[src/rtl/master_bus_arbiter.sv]
// Two-master bus arbiter for the shared memory bus.
// Master A is instruction fetch and master B is data load/store.
// The owner keeps the bus for a whole transaction. When both masters
// request, ownership alternates round-robin. A watchdog takes the bus
// back from an owner that holds it too long without completing.
// All outputs come from registers or from a decode of the state register,
// so there is no combinational path from a request to a grant.
module master_bus_arbiter #(
    parameter int TIMEOUT_CYCLES = 64,
    parameter int CNT_W          = 8,
    parameter bit A_FIRST        = 1'b1
) (
    input  logic clk,
    input  logic rst_n,
    input  logic reqA,
    input  logic reqB,
    input  logic busDone,
    output logic useA,
    output logic grantA,
    output logic grantB,
    output logic busy,
    output logic timeout
);

    typedef enum logic [1:0] {
        IDLE  = 2'd0,
        OWN_A = 2'd1,
        OWN_B = 2'd2
    } state_t;

    // The watchdog fires when the count reaches TIMEOUT_CYCLES-1.
    // The owner therefore holds the bus for exactly TIMEOUT_CYCLES cycles.
    localparam bit              WDOG_EN   = (TIMEOUT_CYCLES != 0);
    localparam int              LIMIT_INT = (TIMEOUT_CYCLES > 0) ? TIMEOUT_CYCLES - 1 : 0;
    localparam logic [CNT_W-1:0] LIMIT    = CNT_W'(LIMIT_INT);
    localparam logic [CNT_W-1:0] CNT_MAX  = '1;

    state_t            stateReg, stateNext;
    logic              lastAReg, lastANext;
    logic              useAReg, useANext;
    logic              timeoutReg, timeoutNext;
    logic [CNT_W-1:0]  countReg, countNext;
    logic              winnerA;
    logic [1:0]        grantVec;

    // Round-robin pick.
    // A wins when it is the only requester, or when both request and B owned last.
    assign winnerA = reqA & (~reqB | ~lastAReg);

    // State register plus the registered side outputs.
    always_ff @(posedge clk) begin
        if (!rst_n) begin
            stateReg   <= IDLE;
            lastAReg   <= ~A_FIRST;
            useAReg    <= 1'b1;
            timeoutReg <= 1'b0;
            countReg   <= '0;
        end else begin
            stateReg   <= stateNext;
            lastAReg   <= lastANext;
            useAReg    <= useANext;
            timeoutReg <= timeoutNext;
            countReg   <= countNext;
        end
    end

    // Next-state logic, round-robin history, watchdog counter and mux-select hold.
    always_comb begin
        stateNext   = stateReg;
        lastANext   = lastAReg;
        useANext    = useAReg;
        timeoutNext = 1'b0;
        countNext   = '0;

        case (stateReg)
            IDLE: begin
                // busDone is ignored while nobody owns the bus.
                if (reqA | reqB) begin
                    stateNext = winnerA ? OWN_A : OWN_B;
                end
            end
            OWN_A: begin
                if (busDone) begin
                    // A completed transaction beats a watchdog expiry in the same cycle.
                    if (reqB) begin
                        stateNext = OWN_B;
                    end else if (reqA) begin
                        stateNext = OWN_A;
                    end else begin
                        stateNext = IDLE;
                    end
                end else if (!reqA) begin
                    stateNext = IDLE;
                end else if (WDOG_EN && countReg == LIMIT) begin
                    stateNext   = IDLE;
                    timeoutNext = 1'b1;
                end else begin
                    countNext = (countReg == CNT_MAX) ? countReg : countReg + 1'b1;
                end
            end
            OWN_B: begin
                if (busDone) begin
                    if (reqA) begin
                        stateNext = OWN_A;
                    end else if (reqB) begin
                        stateNext = OWN_B;
                    end else begin
                        stateNext = IDLE;
                    end
                end else if (!reqB) begin
                    stateNext = IDLE;
                end else if (WDOG_EN && countReg == LIMIT) begin
                    stateNext   = IDLE;
                    timeoutNext = 1'b1;
                end else begin
                    countNext = (countReg == CNT_MAX) ? countReg : countReg + 1'b1;
                end
            end
            default: begin
                stateNext = IDLE;
            end
        endcase

        // Remember the new owner. In IDLE the mux select keeps its last value,
        // so the select line does not toggle while nobody owns the bus.
        if (stateNext == OWN_A) begin
            lastANext = 1'b1;
            useANext  = 1'b1;
        end else if (stateNext == OWN_B) begin
            lastANext = 1'b0;
            useANext  = 1'b0;
        end
    end

    // Per-master grant decode from the state register.
    // Only one state is active at a time, so the two grants can never both be high.
    genvar gi;
    generate
        for (gi = 0; gi < 2; gi++) begin : gen_grant
            assign grantVec[gi] = (stateReg == ((gi == 0) ? OWN_A : OWN_B));
        end
    endgenerate

    assign grantA  = grantVec[0];
    assign grantB  = grantVec[1];
    assign busy    = |grantVec;
    assign useA    = useAReg;
    assign timeout = timeoutReg;

endmodule

[config.mk]
export PLATFORM = sky130hd
export DESIGN_NAME = master_bus_arbiter
export DESIGN_NICKNAME = d
export VERILOG_FILES = /design/src/rtl/master_bus_arbiter.sv
export SDC_FILE = /design/constraint.sdc
export NUM_CORES = 1
export LEC_CHECK = 0
export CAP_MARGIN = 20
export CELL_PAD_IN_SITES_DETAIL_PLACEMENT = 0
export CELL_PAD_IN_SITES_GLOBAL_PLACEMENT = 1
export CORE_AREA = 2 2 48 50
export CTS_CLUSTER_DIAMETER = 80
export CTS_CLUSTER_SIZE = 20
export DETAILED_ROUTE_END_ITERATION = 8
export DIE_AREA = 0 0 50 52
export PLACE_DENSITY = 0.84
export SLEW_MARGIN = 20
export SYNTH_ARGS = -nofsm -noshare
export SYNTH_HDL_FRONTEND = slang
export SYNTH_SLANG_ARGS = --single-unit
[constraint.sdc]
create_clock -name clk -period 2.3 [get_ports clk]
set_input_delay 0.46 -clock clk [delete_from_list [all_inputs] [get_ports clk]]
set_output_delay 0.46 -clock clk [all_outputs]
set_load 0.05 [all_outputs]
# Yosys cells after proc, flatten, opt, wreduce, memory -nomap -nowiden
# Index checks and enable logic that the tools add are counted.
# classes
n_bitwise	6
n_reduce_logical	4
eq_ne	6
shift	0
addsub	1
muxes	27
div_mod_pow	0
magnitude_cmp	0
mul	0
# op_table
op	count
$mux W8	6
$mux W2	10
$pmux W8 S2	1
$add A8 B1 Y8 const B	1
$eq A8 B6 Y1 const B	1
$eq A8 B8 Y1 const B	1
$mux W1	8
$pmux W2 S3	1
$eq A2 B1 Y1 const B	2
$eq A2 B2 Y1 const B	2
$reduce_or A2 Y1	2
$not A1 Y1	3
$logic_not A2 Y1	1
$or A1 B1 Y1	2
$pmux W1 S2	1
$reduce_bool A2 Y1	1
$and A1 B1 Y1	1
# totals
romBits	0
mem_bits_rw	0
latch_bits	0
output_inout_bits	5
wordCells	49
ff_bits	13
n_memories	0
input_bits	5

# Logic depth before layout (Yosys ltp)
# depth
word_depth	9
depth_mapped	9
depth_no_buf	9

# Worst setup path before layout
# OpenSTA, ideal clock, no wires.
# synth_timing
path_kind	register to register
from	reg stateReg[1]
to	reg lastAReg
required_time_ps	2184
slack_ps	106
stages_incl_launch_ff	10
synth_period_minus_slack_ps	2194
setup_time_ps	116
path_buffers	0
t_arrival_ps	2078
cell_sequence	dfxtp_1 -> inv_1 -> ha_1 -> and3_2 -> a211o_1 -> o22ai_2 -> nor2_1 -> ha_1 -> mux2i_1 -> nor2b_1
# synth_between
elab_cells_between_ends	14
cone_classes	eq/ne: 4; mux: 8; reduce/logical: 2
# synth_rtl
element	line_no	text
from (decl)	38	state_t stateReg, stateNext;
from (signal assigned)	59	stateReg <= stateNext;
$eq A2 B1 Y1 (*)	n/a	
net grantA	19	output logic grantA,
$pmux W2 S3 (*)	75	case (stateReg)
net stateNext[1]	38	
$eq A2 B1 Y1 / $eq A2 B2 Y1 (equally long branches)	126, 129	
$mux W1 / $reduce_bool A2 Y1 (equally long branches)	n/a	
to (signal assigned)	54	lastAReg <= ~A_FIRST;
to (signal assigned)	60	lastAReg <= lastANext;
to (decl)	39	logic lastAReg, lastANext;
# The timed path passes the listed nets; every way through them passes the cells marked *.
# A chain may end at the register's enable or synchronous reset.

# Worst setup path after layout
# layout_timing
from	reg stateReg[1]
to	reg lastAReg
# layout_between
elab_chain_len	6
elab_cells_between_ends	14
cone_classes	eq/ne: 4; mux: 8; reduce/logical: 2
# layout_rtl
element	line_no
$mux W2	94, 112
$mux W2, on equally long branches	110, 92
$mux W2, on equally long branches	102, 83
$pmux W2 S3 (*)	75
net stateNext[1]	38
$eq A2 B1 Y1 / $eq A2 B2 Y1 (equally long branches)	126, 129
$mux W1 / $reduce_bool A2 Y1 (equally long branches)	n/a
# Marked as above.

==> run summary <==
• total area of sequential cells: 260 um^2
• maximum count of clock buffers along a single path: 2
• start point of the worst min-delay path: useA
• Placement Rows: 17
• worst IR drop on VDD: 389 uV
• dominant combinational cell family by area after synthesis: simple AND/OR/NAND/NOR gates
• family with the most delay on the worst path: adder cells
• LEAKAGE: 0.437 nW
• worst clock skew: 0.00100 ns
• Die Area: 0.00260 mm^2
• Post-DRT Antenna Nets: 0
• total number of H-tree levels: 1
• classification of the worst-slack hold path: reg2reg
• stage delay of the slowest cell on the critical path: 0.39 ns
• I/O pin total: 10
• worst hold margin: 0.497 ns
• Crit Reg-Reg Endpoint: lastAReg
• count of maximum capacitance violations: 0
• share of final-layout standard cells stronger than drive strength 1: 0.173
• buffers inserted by post-CTS timing repair: 0
• Vert. Die Dim: 52 um
• R2R cell count: 9
• number of synthesized flops with an enable pin: 0
• TritonCTS buffer count: 3
• total track usage: 0.138
• Yosys warning total: 0
• most used cell, CP: ha_1
• type of destination of the critical path: flip-flop
• Finished Core Util: 0.457
• cell depth of the worst hold path: 2
• Startpoint Class: flip-flop
• number of hold-slack violations in the final timing report: 0
• number of buffer and inverter stages on the critical path: 1
• vias in the first global route: 662
• total power divided by cell area: 598 mW/mm^2
• met2 wirelength from detailed routing: 738 um
• CP Class: reg2reg
• Synth top cells by count: dfxtp_1 (13), nor2_1 (9), ha_1 (7)
• Crit Reg-Reg Startpoint: stateReg[1]
• fraction of registers with async set/reset: 0
• Starting Density: 0.377
• total area of multi-input combinational cells: 510 um^2
• Hold EP: useA
• net count after synthesis: 101
• biggest area consumer among synthesized cells: dfxtp_1
• final count of pins violating max slew: 0
• share of synthesized cell area in and, or, nand and nor gates: 0.338
• wire length of the first global-routing pass: 2750 um
• antenna violations before repair: 0
• Top Layer Used: met4
• synthesized instance count: 89
• CTS tree: yes
• CP Cell Sequence: inv_1, ha_1, and3_2, a211o_1, o22ai_2, nor2_1, ha_1, mux2i_1, nor2b_1
• area share of the leading cell type in the synthesized netlist: 0.328
• maximum clock rate: 483 MHz
• number of violations reported at the end of detailed-routing iteration 0: 6
• adder-cell area share of the yosys netlist: 0.110
• cell count along the critical path: 9
• critical-path cell with the highest stage delay: dfxtp_1
• Routed met3 length: 70 um
• setup TNS after final layout: 0 ns
• post-synth design cell area: 793 um^2
• area of all placed cells without fillers: 962 um^2
• post-synthesis share of cell area spent on xor and xnor gates: 0.0110
• number of detailed-routing iterations run before antenna repair: 4
• routed metal-1 wirelength: 724 um
• unrepaired setup endpoints after global routing: false
• worst slew margin relative to its limit: 0.662
• CTS sink cnt: 13
• Worst Tran Pin Value: 0.507 ns
• chip width: 50 um
• Port Buffers: 9
• critical path arrival: 2.23 ns
• synthesized area per cell: 8.91 um^2
• antenna cells: 0
• clock insertion delay at the later pin of the skew report: 0.27 ns
• grt total ovfl: 0
• Clk Tree Root Cell: clkbuf_4
• minimum setup slack among reg-to-reg paths: 0.23 ns
• most instantiated library cell after synthesis: dfxtp_1
• fin crit share: 0.900
• run status: complete, no violations
• library cells used by synthesis: 35
• sequential element share of the synthesized area: 0.328
• DRC: 0
• final setup violation count: 0
• post-layout net count: 117
• total vias in the final route: 682
• compound-cell area share of the yosys netlist: 0.159
• synth top area cells: dfxtp_1 (33%), ha_1 (11%), nor2_1 (4.3%)
• global placement routability congestion: 0.705
• aggregate routed wire length: 1550 um
• HPWL after detailed placement: 1220 um
• primary flip-flop cell chosen by synthesis mapping: dfxtp_1
• post-synthesis mux area share: 0.0252
• vias per cell: 5.17
• instance area at placement: 931 um^2
• Area growth, synth to finish: 21.3%
• crit path time final: 2.07 ns
• post-CTS clock slew at the launch and capture registers of the worst setup and hold paths: 0.08 ns
• placeable core region: 0.00211 mm^2
• endpoint required time on the critical path: 2.46 ns
• total of fill cells in the finished design: 206
• Worst Path Max Fanout: 5
• number of register bits inferred by synthesis: 13
• average detailed-routed wire length per instance: 11.7 um
• maximum number of pins on one net before global-route repair: 10
## worst min-delay path: cells and delay by family (launching register included)
family / cells / cell delay (ns)
flip-flops: 1 / 0.34
AND/OR/NAND/NOR: 2 / 0.13
## through the flow
stage,setup WS (ns),power [W],cells
after global routing,0.0534,0.000620,132
after detailed placement,-0.0327,0.000444,128
final,0.231,0.000575,132
after global placement,0.0120,0.000441,128
after floorplan,0.106,0.000392,89
after CTS,0.0419,0.000587,132
## state kept, by name (all words and copies together), names as in the netlist
signal	count
stateReg	2
lastAReg	1
countReg	8
timeout	1
useA	1
## power by group
part / switching, W / internal (W) / total (W) / leakage [nW]
sequential: 0.0000106 / 0.000236 / 0.000247 / 0.105
combinational: 0.000110 / 0.0000806 / 0.000191 / 0.316
clock: 0.0000701 / 0.0000671 / 0.000137 / 0.0150
## final cells by class
cell class,count,share of cell area
Inverter,4,0.0156
Tap cell,28,0.0364
Sequential cell,13,0.270
Timing Repair Buffer,12,0.120
Multi-Input combinational cell,71,0.531
Clock buffer,4,0.0273
## layout by cell type (no fill, tap or decap), types with 3 or more instances in the layout
cell             instances
clkdlybuf4s50_1          6
nand3_1                  4
dfxtp_1                 13
buf_4                    4
a21oi_1                  6
inv_1                    4
and3_1                   5
nand2_1                  5
ha_1                     7
clkbuf_4                 3
nor2_1                   9
## how the worst max path moves through the flow
| stage | from | endpoint | slack [ns] |
|---|---|---|---|
| after floorplan | stateReg[1] | lastAReg | 0.11 |
| after global placement | reqA | lastAReg | 0.01 |
| after detailed placement | busDone | lastAReg | -0.03 |
| after CTS | stateReg[0] | grantB | 0.04 |
| after global routing | stateReg[1] | lastAReg | 0.05 |
| final | stateReg[1] | lastAReg | 0.23 |
## cells by family after synthesis
group           after synthesis
buf+inv                       5
fa+ha+maj                     7
simple gates                 43
flops                        13
xor+xnor                      1
compound gates               18
mux                           2
## what timing repair did
item                       CTS  global route
setup endpoints to repair    0             2
hold buffers                 0             0
resized for setup            0             2
## metal layers
| metal | vias to the layer above | track usage |
|---|---|---|
| li1 | 351 | - |
| met1 | 319 | 0.161 |
| met2 | 10 | 0.237 |
| met3 | 2 | 0.0316 |
| met4 | 0 | 0.0694 |
| met5 | - | 0 |
Note: power is estimated with default switching activity, not from simulation.
